$ cat config.mk
export PLATFORM = sky130hd
export DESIGN_NAME = if_fetch_unit
export DESIGN_NICKNAME = d
export VERILOG_FILES = /design/src/rtl/mips32_pkg.sv /design/src/rtl/if_fetch_unit.sv
export SDC_FILE = /design/constraint.sdc
export NUM_CORES = 1
export LEC_CHECK = 0
export ABC_AREA = 1
export CAP_MARGIN = 20
export CELL_PAD_IN_SITES_DETAIL_PLACEMENT = 1
export CELL_PAD_IN_SITES_GLOBAL_PLACEMENT = 1
export CORE_MARGIN = 4
export CORE_UTILIZATION = 34
export CTS_CLUSTER_DIAMETER = 40
export DETAILED_ROUTE_END_ITERATION = 16
export PLACE_DENSITY = 0.77
export SLEW_MARGIN = 25
export SYNTH_ARGS = -nofsm -noshare
export SYNTH_HDL_FRONTEND = slang
export SYNTH_SLANG_ARGS = --single-unit
$ cat constraint.sdc
create_clock -name clk -period 2.4 [get_ports clk]
set_input_delay 0.6 -clock clk [delete_from_list [all_inputs] [get_ports clk]]
set_output_delay 0.6 -clock clk [all_outputs]
set_load 0.02 [all_outputs]
$ cat src/rtl/mips32_pkg.sv
// Shared mips32 pipeline definitions: fetch FSM states, boot/exception addresses, NOP encoding.
package mips32_pkg;

  localparam int unsigned XLEN = 32;

  localparam logic [XLEN-1:0] RESET_PC_DEF       = 32'hBFC0_0000;
  localparam logic [XLEN-1:0] EXC_VEC_TLB_REFILL = 32'hBFC0_0200;
  localparam logic [XLEN-1:0] EXC_VEC_GENERAL    = 32'hBFC0_0380;
  localparam logic [XLEN-1:0] NOP_INST_DEF       = 32'h0000_0000;

  typedef enum logic [1:0] {
    IDLE = 2'd0,
    REQ  = 2'd1,
    WAIT = 2'd2,
    OUT  = 2'd3
  } fetch_state_t;

  // Instruction addresses are word aligned; low two bits are ignored.
  function automatic logic [XLEN-1:0] word_align(input logic [XLEN-1:0] addr);
    return addr & ~XLEN'(3);
  endfunction

endpackage

$ cat src/rtl/if_fetch_unit.sv
// PC generation and instruction-memory fetch stage feeding the IF/ID register.
// One instruction at a time is either in flight or presented; redirects come from ID and later stages.
module if_fetch_unit
  import mips32_pkg::*;
#(
  parameter logic [XLEN-1:0] RESET_PC = RESET_PC_DEF,
  parameter logic [XLEN-1:0] NOP_INST = NOP_INST_DEF
) (
  input  logic            clk,
  input  logic            rst,
  input  logic            id_stall,
  input  logic            br_taken,
  input  logic [XLEN-1:0] br_target,
  input  logic            exc_req,
  input  logic [XLEN-1:0] exc_target,
  output logic            imem_req,
  output logic [XLEN-1:0] imem_addr,
  input  logic            imem_gnt,
  input  logic            imem_rvalid,
  input  logic [XLEN-1:0] imem_rdata,
  output logic [XLEN-1:0] IF_inst,
  output logic [XLEN-1:0] IF_PC,
  output logic [XLEN-1:0] IF_PCnext,
  output logic            IF_stall,
  output logic            IF_flush
);

  localparam logic [XLEN-1:0] PC_STEP = XLEN'(4);

  fetch_state_t    state_q, state_n;
  logic [XLEN-1:0] pc_q, pc_n;
  logic [XLEN-1:0] req_addr_q, req_addr_n;
  logic            drop_q, drop_n;
  logic            out_valid_q, out_valid_n;
  logic [XLEN-1:0] inst_n, out_pc_n, out_pcnext_n;

  logic            redirect;
  logic [XLEN-1:0] redirect_addr;
  logic [XLEN-1:0] issue_addr;
  logic            issue;

  // Exceptions squash whatever IF/ID would capture this cycle.
  assign IF_flush = exc_req;

  always_comb begin
    state_n      = state_q;
    pc_n         = pc_q;
    req_addr_n   = req_addr_q;
    drop_n       = drop_q;
    out_valid_n  = out_valid_q;
    inst_n       = IF_inst;
    out_pc_n     = IF_PC;
    out_pcnext_n = IF_PCnext;
    issue        = 1'b0;

    redirect      = exc_req | br_taken;
    redirect_addr = word_align(exc_req ? exc_target : br_target);
    // A fetch issued in the same cycle as a redirect goes straight to the new target.
    issue_addr    = redirect ? redirect_addr : pc_q;

    if (redirect) begin
      pc_n = redirect_addr;
    end

    case (state_q)
      IDLE: begin
        issue = 1'b1;
      end
      REQ: begin
        if (exc_req) begin
          drop_n = 1'b1;
        end
        if (imem_gnt) begin
          state_n = WAIT;
        end
      end
      WAIT: begin
        if (imem_rvalid) begin
          if (exc_req || drop_q) begin
            drop_n = 1'b0;
            issue  = 1'b1;
          end else begin
            inst_n       = imem_rdata;
            out_pc_n     = req_addr_q;
            out_pcnext_n = req_addr_q + PC_STEP;
            out_valid_n  = 1'b1;
            state_n      = OUT;
          end
        end else if (exc_req) begin
          drop_n = 1'b1;
        end
      end
      OUT: begin
        if (exc_req || !id_stall) begin
          out_valid_n = 1'b0;
          issue       = 1'b1;
        end
      end
      default: begin
        state_n = IDLE;
      end
    endcase

    if (issue) begin
      req_addr_n = issue_addr;
      pc_n       = issue_addr + PC_STEP;
      state_n    = REQ;
    end

    if (!out_valid_n) begin
      inst_n = NOP_INST;
    end
  end

  always_ff @(posedge clk) begin
    if (!rst) begin
      state_q     <= IDLE;
      pc_q        <= RESET_PC;
      req_addr_q  <= '0;
      drop_q      <= 1'b0;
      out_valid_q <= 1'b0;
      imem_req    <= 1'b0;
      imem_addr   <= '0;
      IF_inst     <= NOP_INST;
      IF_PC       <= '0;
      IF_PCnext   <= '0;
      IF_stall    <= 1'b1;
    end else begin
      state_q     <= state_n;
      pc_q        <= pc_n;
      req_addr_q  <= req_addr_n;
      drop_q      <= drop_n;
      out_valid_q <= out_valid_n;
      imem_req    <= (state_n == REQ);
      imem_addr   <= (state_n == REQ) ? req_addr_n : '0;
      IF_inst     <= inst_n;
      IF_PC       <= out_pc_n;
      IF_PCnext   <= out_pcnext_n;
      IF_stall    <= !out_valid_n;
    end
  end

endmodule
==> impl_metrics.tcl, run 1 <==
set metrics [dict create \
    status "finished, final reports clean" \
    setup_viol 0 \
    synth_seq_cells 196 \
    overflow 0 \
    cp_cell_sequence "clkdlybuf4s50_1 > buf_4 > nor2_4 > buf_12 > nand2_1 > nand3_2 > ha_1 > nand2_1 > nor2_4 > nand4_1 > o21ai_0 > nand3_1" \
    io_pins 234 \
    antenna_found_initial 0 \
    ys.flop_type "dfxtp_1" \
    via_count 9038 \
    clock.fmax_mhz 438 \
    final_area_mm2 0.0126 \
    critPathTopFamily "simple AND/OR/NAND/NOR gates" \
    clkLatencyLatePin_ns 0.44 \
    cp-start-kind "input pin" \
    areaGrowthSynthToFinish_pct 46.1 \
    worst_slew_pin_slew_ns 0.607 \
    crit_type "in2reg" \
    die_y_um 167 \
    drc 0 \
    dp.cells 1802 \
    portBuffers 229 \
    ys_warn_count 0 \
    grt_pass1_wl_mm 49.7 \
    dpl_cell_area_mm2 0.0120 \
    drv_cap 0 \
    totalWireLength_mm 31.8 \
    slew_violations 0 \
    place_ws_ns -0.425 \
    synthTopCellsByArea "dfxtp_1 (45%), nand2_1 (14%), nor2_1 (7.2%)" \
    cts_max_level 4 \
    insertedDiodeCount 0 \
    rows 58 \
    cp_num_buf_inv 3 \
    syn_nets 1305 \
    setup_ws_ns 0.115 \
    setup_tns_ns 0 \
    grt_pass1_vias 9255 \
    arrival_ns 2.60 \
    synth_largest_area_cell "dfxtp_1" \
    die_x_um 167 \
    cpMaxStageDelayCell "clkdlybuf4s50_1" \
    rsz0062_at_grt "yes" \
    postCtsHoldBufs 0 \
    initial_utilization_pct 34.4 \
    synth-edff-count 0 \
    ant_nets 0 \
    nets 1602 \
    avgRoutedWirePerCell_um 17.3 \
    fin_hold_ws_ns 0.459 \
    min_period_ns 2.28 \
    final_cells 1835 \
    end_kind "flip-flop" \
    synth_top_area_share_pct 45.4 \
    yosysUniqueCellTypes 40 \
    gp_congestion 0.876 \
    cts_root_buf "clkbuf_16" \
    hold_viol_final 0 \
    async_flop_share_pct 0 \
    syn-cell-area_mm2 0.00864 \
    fillers 3128 \
    clkTransAtPathRegs_ns 0.07 \
    yosysSeqAreaShare_pct 45.4 \
    hold_path.class "reg2reg" \
    avgSynthCellArea_um2 7.22 \
    power_leakage_nw 5.03 \
    power_density_mw_per_mm2 625 \
    cts_tree "built" \
    hpwl_mm 24.6 \
    peakVddDrop_mv 0.444 \
    drtPass1Iterations 5 \
    drt-vias-per-instance 4.93 \
    cts.path.max_buffers 2 \
    cts_sinks 196 \
    grt_max_degree 60 \
    critPathRequiredTime_ns 2.72 \
    die_area_mm2 0.0280 \
    critPathMaxStageDelay_ns 0.42 \
    gr-usage-all-layers_pct 22.1 \
    relSlewSlack_pct 59.0 \
    core_mm2 0.0251 \
    layout-drive-gt1-share_pct 13.3 \
    finalCritPeriodShare_pct 95.2 \
    cp_max_fo 8 \
    r2r_slack_ns 0.17 \
    drt_iter0_drc 506 \
    finClkSkew_ns 0.00887 \
    syn_inst 1196 \
    cts_buffers 17 \
]
path summary, 6_finish.rpt:
check / start / cells after the start / to
setup / recovery: exc_req / 12 / pc_q[26]
hold / removal: pc_q[1] / 2 / pc_q[1]
setup reg to reg: state_q[0] / 11 / imem_addr[20]
hold reg to reg: pc_q[1] / 2 / pc_q[1]
cell usage in the layout, fill, tap and decap left out, types with 4 or more instances in the layout:
cell	Yosys	layout
clkbuf_16	0	18
dfxtp_1	196	196
xor2_1	17	17
nand2_1	329	329
nand4_1	10	10
nand3_1	63	63
inv_1	89	88
nor2_1	165	163
nand2_2	9	9
ha_1	6	6
buf_12	0	12
o21ai_0	60	59
a21oi_1	73	73
a211oi_1	22	22
nor2_2	9	9
clkinvlp_4	0	5
clkdlybuf4s50_1	0	228
nand3b_1	4	4
nor2_4	8	10
o21ai_1	3	4
nand3_2	22	21
o21bai_1	4	4
nor3_1	27	27
buf_4	5	95
synth_stat cells, drive strengths merged, types with 2 or more instances:
library cell / instances
nand2: 338
dfxtp: 196
nor2: 182
inv: 93
nand3: 86
a21oi: 73
o21ai: 64
buf: 37
nor3: 29
clkbuf: 23
a211oi: 22
xor2: 17
nand4: 10
ha: 6
nand3b: 4
o21bai: 4
a31oi: 2
nor3b: 2
worst min-delay path: stages (launching register included):
cell,delay [ns]
dfxtp_1,0.30
inv_1,0.07
nor3_1,0.05
layout make-up:
type	count	area, um^2	area share, %
multi-input cells	847	4080	32.3
flip-flops and latches	196	3920	31.1
repair buffers	338	3280	26.0
clock buffers	18	439	3.48
well taps	330	413	3.27
inverters	93	354	2.81
clock inverters	13	129	1.02
flip-flops by register name (all words and copies together) (netlist names):
signal	cells
IF_stall	1
imem_req	1
req_addr_q	32
drop_q	1
pc_q	32
IF_PC	32
state_q	2
IF_inst	32
imem_addr	32
out_valid_q	1
IF_PCnext	30
layer usage:
metal	vias up	share of wire (%)	wire length (um)	global-route usage [%]
met5	-	0	0	0
met2	203	49	15500	38.6
met4	0	2.4	748	5.93
met1	4350	45	14200	28.2
li1	4435	-	-	-
met3	50	4.2	1350	3.85
metrics by stage:
stage | utilization, % | total power (W)
after floorplan | - | 0.00429
after global placement | 47.7 | 0.00506
after detailed placement | 47.7 | 0.00510
after CTS | 50.0 | 0.00791
after global routing | 50.2 | 0.00822
final | 50.2 | 0.00789
repair_timing:
action	CTS	global route
buffers inserted	0	1
setup endpoints to repair	1	20
gates cloned	0	1
pin swaps	0	3
gates resized for setup	1	7
power by group:
part / internal [W] / switching, W / leakage [nW]
clock: 0.00147 / 0.00136 / 0.266
combinational: 0.000658 / 0.000836 / 3.17
sequential: 0.00344 / 0.000125 / 1.60
cells by family (layout without fill, tap and decap cells):
| logic type | after synthesis | in the layout | share of synthesized area (%) |
|---|---|---|---|
| xor gates and xnor gates | 17 | 17 | 1.72 |
| adders and majority gates | 6 | 6 | 0.869 |
| muxes | 1 | 1 | 0.116 |
| AOI/OAI and AO/OA | 169 | 169 | 10.8 |
| and+or+nand+nor | 654 | 654 | 33.5 |
| buffers and inverters | 153 | 462 | 7.61 |
| DFF | 196 | 196 | 45.4 |
Note: power is estimated with default switching activity, not from simulation.
==> run 2: changes to the inputs <==
--- a/config.mk
+++ b/config.mk
@@ -6,7 +6,7 @@
 export NUM_CORES = 1
 export LEC_CHECK = 0
 export ABC_AREA = 1
-export CAP_MARGIN = 20
+export CAP_MARGIN = 30
 export CELL_PAD_IN_SITES_DETAIL_PLACEMENT = 1
 export CELL_PAD_IN_SITES_GLOBAL_PLACEMENT = 1
 export CORE_MARGIN = 4
==> results of run 2 <==
Same layout as run 1: the final DEF is identical, and so are final timing and power.
==> run 3: changes to the inputs <==
--- a/config.mk
+++ b/config.mk
@@ -14,6 +14,7 @@
 export CTS_CLUSTER_DIAMETER = 40
 export DETAILED_ROUTE_END_ITERATION = 16
 export PLACE_DENSITY = 0.77
+export SETUP_SLACK_MARGIN = 0.02
 export SLEW_MARGIN = 25
 export SYNTH_ARGS = -nofsm -noshare
 export SYNTH_HDL_FRONTEND = slang
==> run 3 against run 2 <==
Net effect:
- wire length rose by 0.43%
- sequential power barely moved
- setup slack improved by 0.0014 ns
- power rose by 0.14%
- via count fell by 0.42%
- cell area rose by 0.19%
- combinational power barely moved
- first-iteration DRC count rose by 10%
- die area did not move
- sequential share of layout area fell by 0.059 points
- clock skew barely moved
==> impl_metrics.tcl, run 3 (synthesis gave the netlist of run 1 again) <==
set metrics [dict create \
    status "finished, final reports clean" \
    initial_utilization_pct 34.4 \
    die_y_um 167 \
    final_util_pct 50.3 \
    finClkSkew_ns 0.00928 \
    io_pins 234 \
    cts_buffers 17 \
    crit_type "in2out" \
    die_x_um 167 \
    cts_tree "built" \
    gp_congestion 0.876 \
    end_kind "output pin" \
    grt-busiest-layer "met2" \
    postCtsHoldBufs 0 \
    drtPass1Iterations 5 \
    ff_latch_area_mm2 0.00392 \
    drt_iter0_drc 559 \
    grt_max_degree 60 \
    setup_ws_ns 0.117 \
    arrival_ns 1.68 \
    worst_slew_pin_slew_ns 0.605 \
    reg2regPathDepth 11 \
    rsz0062_at_grt "yes" \
    peakVddDrop_mv 0.439 \
    layout_common_cells "nand2_1 (328), clkdlybuf4s50_1 (228), dfxtp_1 (196), nor2_1 (162), buf_4 (95)" \
    fillers 3127 \
    critPathTopFamily "buffers and inverters" \
    relSlewSlack_pct 59.2 \
    critPathMaxStageDelay_ns 0.48 \
    cts_root_buf "clkbuf_16" \
    cp_num_buf_inv 3 \
    core_mm2 0.0251 \
    dpl_cell_area_mm2 0.0120 \
    hpwl_mm 24.6 \
    finalCritPeriodShare_pct 95.1 \
    power_density_mw_per_mm2 625 \
    cp_cell_sequence "clkdlybuf4s50_1 > buf_4 > dlygate4sd2_1" \
    grt_pass1_vias 9255 \
    final_area_mm2 0.0126 \
    cts_max_level 4 \
    totalWireLength_mm 32.0 \
    cts.path.max_buffers 2 \
    min_period_ns 2.28 \
    insertedDiodeCount 0 \
    cts_sinks 196 \
    layout-drive-gt1-share_pct 13.6 \
    min_path_cells 2 \
    setup_viol 0 \
    via_count 9000 \
    grt_pass1_wl_mm 49.7 \
    overflow 0 \
    cp_max_fo 18 \
    cpMaxStageDelayCell "clkdlybuf4s50_1" \
    cp.depth 3 \
    avgRoutedWirePerCell_um 17.4 \
    antenna_found_initial 0 \
    power_leakage_nw 5.04 \
    cp-start-kind "input pin" \
    place_ws_ns -0.425 \
    clock.fmax_mhz 438 \
    hold_path.class "reg2reg" \
    grt_use_met1_pct 28.2 \
    layout_commonest_cell "nand2_1" \
    areaGrowthSynthToFinish_pct 46.4 \
    die_area_mm2 0.0280 \
    portBuffers 229 \
    drc 0 \
    r2r_slack_ns 0.19 \
    use_met3_pct 3.85 \
    clkTransAtPathRegs_ns 0.07 \
    gr-usage-all-layers_pct 22.1 \
    slew_violations 0 \
    drv_cap 0 \
    ant_nets 0 \
    critPathRequiredTime_ns 1.80 \
    clkLatencyLatePin_ns 0.44 \
    rows 58 \
    hold_viol_final 0 \
    multi_input_area_mm2 0.00409 \
    drt-vias-per-instance 4.90 \
    nets 1603 \
    grtUsageMet2_pct 38.6 \
    fin_hold_ws_ns 0.463 \
]
## run 3: layer usage
metal  wire, um  share of wire, %
met1      14100                44
met2      15700                49
met3       1360               4.3
met4        729               2.3
met5          0                 0
## run 3: worst min-delay path, delay by kind of cell (launching register included)
family | cells | cell delay, ns
buffers and inverters | 1 | 0.07
DFF | 1 | 0.30
and+or+nand+nor | 1 | 0.05
## run 3: area by class of cell
cell class	count	area share, %
clock buffer	18	3.47
clock inverter	13	1.02
inverter	93	2.80
sequential	196	31.0
tap	330	3.27
timing repair buffer	339	26.0
multi-input combinational	847	32.4
## run 3: path summary, 6_finish.rpt
check                                 from             to
worst min-delay path               pc_q[1]        pc_q[1]
worst max-delay path               exc_req       IF_flush
worst min register to register     pc_q[1]        pc_q[1]
worst max register to register  state_q[0]  imem_addr[16]
## run 3: what timing repair did
item                       CTS  global route
setup endpoints to repair    2            27
buffers inserted             0             2
gates cloned                 0             1
pin swaps                    0             6
resized for setup            2            15
## run 3: power breakdown
group          leakage [nW]  total, W  internal [W]  switching, W
sequential             1.60   0.00356       0.00344      0.000127
combinational          3.17   0.00150      0.000662      0.000837
clock                 0.266   0.00283       0.00147       0.00136
## run 3: per-stage QoR
step	power (W)	std cells	TNS [ns]
2_1_floorplan	0.00429	1196	0
3_3_place_gp	0.00506	1802	-18.94
3_5_place_dp	0.00510	1802	-26.31
4_1_cts	0.00791	1833	0
5_1_grt	0.00823	1836	0
6_report	0.00790	1836	0
